--- src/rtl/fetch_redirect_if.sv ---
// rtl/fetch_redirect_if.sv - redirect/fetch handshake bundle between MEM-stage resolve and IF-stage PC logic
interface fetch_redirect_if #(
  parameter int COUNT_W = 16
);
  logic               resolve_valid;
  logic [1:0]         resolve_kind;
  logic [15:0]        resolve_target;
  logic               stall;
  logic               fetch_ready;
  logic               pcmux_sel;
  logic               load_pc;
  logic [15:0]        redirect_pc;
  logic [1:0]         redirect_kind;
  logic               squash_if;
  logic               squash_id;
  logic               busy;
  logic               proto_err;
  logic [COUNT_W-1:0] redirect_count;

  modport master (
    output resolve_valid, resolve_kind, resolve_target, stall, fetch_ready,
    input  pcmux_sel, load_pc, redirect_pc, redirect_kind, squash_if, squash_id,
           busy, proto_err, redirect_count
  );

  modport slave (
    input  resolve_valid, resolve_kind, resolve_target, stall, fetch_ready,
    output pcmux_sel, load_pc, redirect_pc, redirect_kind, squash_if, squash_id,
           busy, proto_err, redirect_count
  );
endinterface

--- src/rtl/fetch_redirect_unit.sv ---
// rtl/fetch_redirect_unit.sv - latches MEM-stage redirects, steers PC load and squashes wrong-path fetch
module fetch_redirect_unit #(
  parameter int DRAIN_CYCLES = 1,
  parameter int COUNT_W      = 16
) (
  input  logic             clk,
  input  logic             reset,
  fetch_redirect_if.slave  bus
);
  typedef enum logic [1:0] {
    S_IDLE  = 2'd0,
    S_ISSUE = 2'd1,
    S_DRAIN = 2'd2
  } state_t;

  localparam logic [1:0] DRAIN_INIT = 2'(DRAIN_CYCLES);

  state_t             state, state_nxt;
  logic [1:0]         dcnt, dcnt_nxt;
  logic [15:0]        target_q;
  logic [1:0]         kind_q;
  logic               perr_q;
  logic [COUNT_W-1:0] count_q;
  logic               capture;
  logic               fire;

  always_comb begin
    state_nxt = state;
    dcnt_nxt  = dcnt;
    capture   = 1'b0;
    fire      = 1'b0;
    case (state)
      S_IDLE: begin
        // A stalled event is not lost: the producer keeps it asserted.
        if (bus.resolve_valid && !bus.stall) begin
          capture   = 1'b1;
          state_nxt = S_ISSUE;
        end
      end
      S_ISSUE: begin
        if (bus.fetch_ready && !bus.stall) begin
          fire      = 1'b1;
          dcnt_nxt  = DRAIN_INIT;
          state_nxt = S_DRAIN;
        end
      end
      S_DRAIN: begin
        if (!bus.stall) begin
          if (bus.resolve_valid) begin
            capture   = 1'b1;
            dcnt_nxt  = 2'd0;
            state_nxt = S_ISSUE;
          end else begin
            dcnt_nxt = dcnt - 2'd1;
            if (dcnt == 2'd1) begin
              state_nxt = S_IDLE;
            end
          end
        end
      end
      default: begin
        state_nxt = S_IDLE;
        dcnt_nxt  = 2'd0;
      end
    endcase
  end

  always_ff @(posedge clk) begin
    if (reset) begin
      state    <= S_IDLE;
      dcnt     <= 2'd0;
      target_q <= 16'h0000;
      kind_q   <= 2'b00;
      perr_q   <= 1'b0;
      count_q  <= '0;
    end else begin
      state <= state_nxt;
      dcnt  <= dcnt_nxt;
      if (capture) begin
        target_q <= {bus.resolve_target[15:1], 1'b0};
        kind_q   <= bus.resolve_kind;
      end
      if (state == S_ISSUE && bus.resolve_valid) begin
        perr_q <= 1'b1;
      end
      if (fire && (count_q != '1)) begin
        count_q <= count_q + COUNT_W'(1);
      end
    end
  end

  // Reset must suppress the strobe even while the state register still reads S_ISSUE.
  assign bus.load_pc        = fire && !reset;
  assign bus.pcmux_sel      = (state == S_ISSUE);
  assign bus.squash_if      = (state != S_IDLE);
  assign bus.squash_id      = (state == S_ISSUE);
  assign bus.busy           = (state != S_IDLE);
  assign bus.redirect_pc    = target_q;
  assign bus.redirect_kind  = kind_q;
  assign bus.proto_err      = perr_q;
  assign bus.redirect_count = count_q;
endmodule

--- src/flat_wrapper.sv ---
// flat-port wrapper written by rule: the top's interface ports become plain ports
module fetch_redirect_unit_flat 
#(
  parameter int DRAIN_CYCLES = 1,
  parameter int COUNT_W      = 16
)
  (clk, reset, bus_resolve_valid, bus_resolve_kind, bus_resolve_target, bus_stall, bus_fetch_ready, bus_pcmux_sel, bus_load_pc, bus_redirect_pc, bus_redirect_kind, bus_squash_if, bus_squash_id, bus_busy, bus_proto_err, bus_redirect_count);
  fetch_redirect_if #(.COUNT_W(COUNT_W)) bus_i ();
  input  logic clk;
  input  logic reset;
  input wire logic [$bits(bus_i.resolve_valid)-1:0] bus_resolve_valid;
  input wire logic [$bits(bus_i.resolve_kind)-1:0] bus_resolve_kind;
  input wire logic [$bits(bus_i.resolve_target)-1:0] bus_resolve_target;
  input wire logic [$bits(bus_i.stall)-1:0] bus_stall;
  input wire logic [$bits(bus_i.fetch_ready)-1:0] bus_fetch_ready;
  output wire logic [$bits(bus_i.pcmux_sel)-1:0] bus_pcmux_sel;
  output wire logic [$bits(bus_i.load_pc)-1:0] bus_load_pc;
  output wire logic [$bits(bus_i.redirect_pc)-1:0] bus_redirect_pc;
  output wire logic [$bits(bus_i.redirect_kind)-1:0] bus_redirect_kind;
  output wire logic [$bits(bus_i.squash_if)-1:0] bus_squash_if;
  output wire logic [$bits(bus_i.squash_id)-1:0] bus_squash_id;
  output wire logic [$bits(bus_i.busy)-1:0] bus_busy;
  output wire logic [$bits(bus_i.proto_err)-1:0] bus_proto_err;
  output wire logic [$bits(bus_i.redirect_count)-1:0] bus_redirect_count;
  assign bus_i.resolve_valid = bus_resolve_valid;
  assign bus_i.resolve_kind = bus_resolve_kind;
  assign bus_i.resolve_target = bus_resolve_target;
  assign bus_i.stall = bus_stall;
  assign bus_i.fetch_ready = bus_fetch_ready;
  assign bus_pcmux_sel = bus_i.pcmux_sel;
  assign bus_load_pc = bus_i.load_pc;
  assign bus_redirect_pc = bus_i.redirect_pc;
  assign bus_redirect_kind = bus_i.redirect_kind;
  assign bus_squash_if = bus_i.squash_if;
  assign bus_squash_id = bus_i.squash_id;
  assign bus_busy = bus_i.busy;
  assign bus_proto_err = bus_i.proto_err;
  assign bus_redirect_count = bus_i.redirect_count;
  fetch_redirect_unit #(.DRAIN_CYCLES(DRAIN_CYCLES), .COUNT_W(COUNT_W)) u_core (.clk(clk), .reset(reset), .bus(bus_i));
endmodule
--- config.mk ---
export PLATFORM = sky130hd
export DESIGN_NAME = fetch_redirect_unit_flat
export DESIGN_NICKNAME = d
export VERILOG_FILES = /design/src/rtl/fetch_redirect_if.sv /design/src/rtl/fetch_redirect_unit.sv /design/src/flat_wrapper.sv
export SDC_FILE = /design/constraint.sdc
export NUM_CORES = 1
export LEC_CHECK = 0
export ABC_CLOCK_PERIOD_IN_PS = 2500
export CORE_MARGIN = 1
export CORE_UTILIZATION = 40
export DETAILED_ROUTE_END_ITERATION = 8
export PLACE_DENSITY = 0.75
export SYNTH_ARGS = -nofsm -noshare
export SYNTH_HDL_FRONTEND = slang
export SYNTH_SLANG_ARGS = --single-unit
--- constraint.sdc ---
create_clock -name clk -period 2.5 [get_ports clk]
set_input_delay 0.625 -clock clk [delete_from_list [all_inputs] [get_ports clk]]
set_output_delay 0.625 -clock clk [all_outputs]
set_load 0.01 [all_outputs]
* After elaboration in Yosys (flattened, before gate mapping)
Cells that the tools add are included.
Operators by class: add/subtract/negate cells 2, equal/unequal tests 8, mux-type cells 16, bitwise operators 1, reduce and logical (&&, ||, !) cells 11
Operators with widths (count):
- $add A16 B1 Y16 const B | 1
- $mux W2 | 8
- $ne A16 B16 Y1 const B | 1
- $pmux W2 S3 | 2
- $logic_and A1 B1 Y1 | 5
- $mux W1 | 5
- $eq A2 B1 Y1 const B | 2
- $ne A2 B1 Y1 const B | 2
- $reduce_and A4 Y1 | 1
- $ne A3 B2 Y1 const B | 1
- $reduce_and A3 Y1 | 1
- $eq A2 B2 Y1 const B | 1
- $logic_not A1 Y1 | 2
- $logic_not A2 Y1 | 1
- $ne A2 B2 Y1 const B | 1
- $pmux W1 S2 | 1
- $reduce_bool A2 Y1 | 1
- $sub A2 B1 Y2 const B | 1
- $not A1 Y1 | 1
Storage, ports and cells: register bits 38, input bits 23, word-level logic and storage cells 44

* Depth between registers and ports, before layout
word-level depth 5, mapped depth 8, mapped depth without buffers 6

* Least setup slack after synthesis
OpenSTA, ideal clock, no wires.
path type reg-to-reg, from register u_core.state[1], to register u_core.count_q[13] (netlist: u_core.bus.redirect_count[13]), arrival time 1.797 ns, data required time 2.377 ns, slack 0.579 ns, cell stages (with the launch flop) 8, period minus slack after synthesis 1.921 ns, path through dfxtp_1 inv_1 ha_1 and3b_1 nand4_2 buf_6 nor4_1 mux2_1
Between the ends: word-level cells in the longest chain between the ends 3
RTL lines:
- start: declaration | line fetch_redirect_unit.sv:18 | state_t state, state_nxt;
- start signal: assignment | line fetch_redirect_unit.sv:77 | state <= state_nxt;
- $eq A2 B1 Y1
- named net bus_pcmux_sel | line flat_wrapper.sv:16 | output wire logic [$bits(bus_i.pcmux_sel)-1:0] bus_pcmux_sel;
- $mux W1 | line fetch_redirect_unit.sv:32 | case (state)
- $logic_and A1 B1 Y1 | line fetch_redirect_unit.sv:86 | if (fire && (count_q != '1)) begin
- end signal: assignment | line fetch_redirect_unit.sv:87 | count_q <= count_q + COUNT_W'(1);
- end: declaration | line fetch_redirect_unit.sv:23 | logic [COUNT_W-1:0] count_q;
The timed path passes the listed nets, and every way through them passes these cells. A chain may end at the register's enable or synchronous reset.

* Final worst setup path
from register u_core.state[0], to output bus_squash_if
Between the ends: word-level cells in the longest chain between the ends 1
RTL lines:
- $reduce_bool A2 Y1 | line fetch_redirect_unit.sv:95 | assign bus.squash_if = (state != S_IDLE);
- end: declaration | line flat_wrapper.sv:20 | output wire logic [$bits(bus_i.squash_if)-1:0] bus_squash_if;
Every way passes these cells.

==> impl_metrics.tcl <==
set metrics [dict create \
    p_leak_nw 0.943 \
    ys_types 44 \
    start_kind "register" \
    synth_area_mm2 0.00185 \
    gp_congestion 0.776 \
    syn_to_final_growth_pct 42.3 \
    ir_drop_mv 0.324 \
    ys_ff_latch 38 \
    fin_crit_sh 0.941 \
    yosysTopAreaCell "dfxtp_1" \
    postSynthNetCount 234 \
    coreArea_mm2 0.00441 \
    clockRootBuffer "clkbuf_8" \
    cts.sinks 38 \
    drc 0 \
    clockBufferDepth 2 \
    fmax_mhz 425 \
    drive_above_1_share 0.0712 \
    clkSlewWorstSetupHoldPaths_ns 0.07 \
    required_ns 1.88 \
    start_util 0.419 \
    max_cap_violations 0 \
    layout_commonest_cell "clkdlybuf4s50_1" \
    clk-insertion-delay-late_ns 0.29 \
    drt_pass1_iterations 4 \
    grt_pass1_wl_um 6670 \
    synth_area_leaders "dfxtp_1, mux2i_1, nor2_1" \
    numCtsBuffers 5 \
    fill_cells 395 \
    portBuffers 60 \
    ys_seq_area_frac 0.411 \
    grt_max_degree 42 \
    power_w 0.00170 \
    hold_path.class "register to register" \
    routed_wl_um 4120 \
    endpoint_kind "primary output" \
    ys_warn_count 0 \
    place_inst 311 \
    crit_fanout 6 \
    status "finished clean" \
    finalHoldViolations 0 \
    cp.arrival_ns 1.73 \
    fp.dieH_um 70.0 \
    die_area_mm2 0.00490 \
    criticalPathCategory "register to primary output" \
    grt_pass1_vias 1476 \
    finalClockSkew_ns 0.00597 \
    synth_ff_type "dfxtp_1" \
    htreeDepth 2 \
    rsz0062_at_grt "false" \
    diodes 0 \
    ios 63 \
    core.rowCount 24 \
    die_w_um 70.0 \
    synthesis.instances 203 \
    synth_top_cell_area_share 0.411 \
    p_per_area_mw_per_mm2 645 \
    grt_usage 0.171 \
    synth_enable_flop_cells 0 \
    cts_tree "yes" \
    detail-route-antenna-nets 0 \
    drt_iter0_drc 84 \
    final_nets 297 \
    async_reset_ff_frac 0 \
    hpwl_um 2880 \
    final_cell_mix "clkdlybuf4s50_1, dfxtp_1, nor2_1" \
    wl_per_cell_um 12.9 \
    holdBufCountCts 0 \
    finalNonFillerCells 319 \
    antenna_found_initial 0 \
    setup_viol 0 \
    drt-vias-per-instance 5.28 \
    syn_avg_cell_area_um2 9.12 \
    slew_viol_final 0 \
    period_minus_slack_ns 2.35 \
    overflow 0 \
    vias 1684 \
]
==> metrics by stage <==
| step | utilization | TNS [ns] | area, um2 | worst slack (ns) | hold WS (ns) |
|---|---|---|---|---|---|
| 3_3_place_gp | 0.571 | -0.146 | 2520 | -0.0757 | 0.451 |
| 2_1_floorplan | - | 0 | 1850 | 0.579 | 0.450 |
| 6_report | 0.597 | 0 | 2630 | 0.147 | 0.478 |
| 3_5_place_dp | 0.571 | -0.162 | 2520 | -0.0473 | 0.475 |
| 4_1_cts | 0.597 | 0 | 2630 | 0.134 | 0.485 |
| 5_1_grt | 0.597 | 0 | 2630 | 0.0347 | 0.504 |
==> layout make-up <==
cell class | count | area [um2] | area share
Clock buffer | 6 | 72.6 | 0.0276
Sequential cell | 38 | 761 | 0.289
Multi-Input combinational cell | 149 | 1010 | 0.385
Timing Repair Buffer | 67 | 664 | 0.252
Inverter | 5 | 18.8 | 0.00713
Tap cell | 52 | 65.1 | 0.0247
Clock inverter | 2 | 37.5 | 0.0143
==> layer usage <==
layer  track usage  up-vias  wire (um)
met1         0.206      768       1890
met3        0.0693        5        315
met4        0.0533        0         52
met5             0        -          0
li1              -      858          -
met2         0.279       53       1870
==> cell families (layout without fill, tap and decap cells) <==
group | count (synthesis) | in the layout | synth area share
AO/OA/AOI/OAI | 35 | 35 | 0.116
adder cells (fa/ha/maj) | 8 | 8 | 0.0541
buffers and inverters | 16 | 80 | 0.0446
flip-flops | 38 | 38 | 0.411
multiplexers | 23 | 23 | 0.126
other | 1 | 1 | 0.00203
AND/OR/NAND/NOR | 82 | 82 | 0.245
==> synth_stat cells, types with 2 or more instances <==
| cell | n |
|---|---|
| mux2_1 | 2 |
| or3_1 | 3 |
| nand4_1 | 7 |
| nand2_1 | 7 |
| o21a_1 | 3 |
| mux2i_1 | 20 |
| o21ai_0 | 8 |
| nor3_1 | 5 |
| nor3b_1 | 4 |
| nor2b_1 | 5 |
| inv_1 | 5 |
| nand3_1 | 2 |
| ha_1 | 8 |
| nand2b_1 | 2 |
| nor4_1 | 6 |
| buf_2 | 3 |
| a211oi_1 | 2 |
| dfxtp_1 | 38 |
| clkbuf_1 | 2 |
| a21oi_1 | 14 |
| buf_1 | 2 |
| nor2_1 | 28 |
| buf_4 | 3 |
| o31ai_1 | 2 |
| or4_1 | 3 |
==> worst max-delay path: stages (launching register included) <==
cell and delay (ns):
dfxtp_1 0.41, inv_1 0.10, ha_1 0.28, inv_1 0.11, clkdlybuf4s50_1 0.54
==> final timing paths <==
| check | start | end | slack, ns | cells past startpoint |
|---|---|---|---|---|
| max reg2reg | u_core.state[1] | u_core.bus.redirect_count[15] | 0.42 | 6 |
| min reg2reg | u_core.dcnt[1] | u_core.dcnt[1] | 0.48 | 2 |
| max | u_core.state[0] | bus_squash_if | 0.15 | 4 |
| min | u_core.dcnt[1] | u_core.dcnt[1] | 0.48 | 2 |
==> where the power goes <==
| part | internal (W) | leakage (nW) | switching [W] |
|---|---|---|---|
| Sequential | 0.000650 | 0.308 | 0.0000329 |
| Combinational | 0.000271 | 0.584 | 0.000232 |
| Clock | 0.000298 | 0.0514 | 0.000217 |
| Total | 0.00122 | 0.943 | 0.000481 |
==> registers in the layout (all words and copies together) (netlist names) <==
name and flops:
u_core.dcnt 2, u_core.state 2, u_core.bus.redirect_kind 2, u_core.bus.redirect_pc 15
u_core.bus.redirect_count 16, u_core.bus.proto_err 1
==> what timing repair did <==
item / in CTS / in global routing
gates resized for setup: 2 / 0
buffers inserted: 0 / 0
endpoints found under the setup margin: 1 / 0
Note: power is estimated with default switching activity, not from simulation.
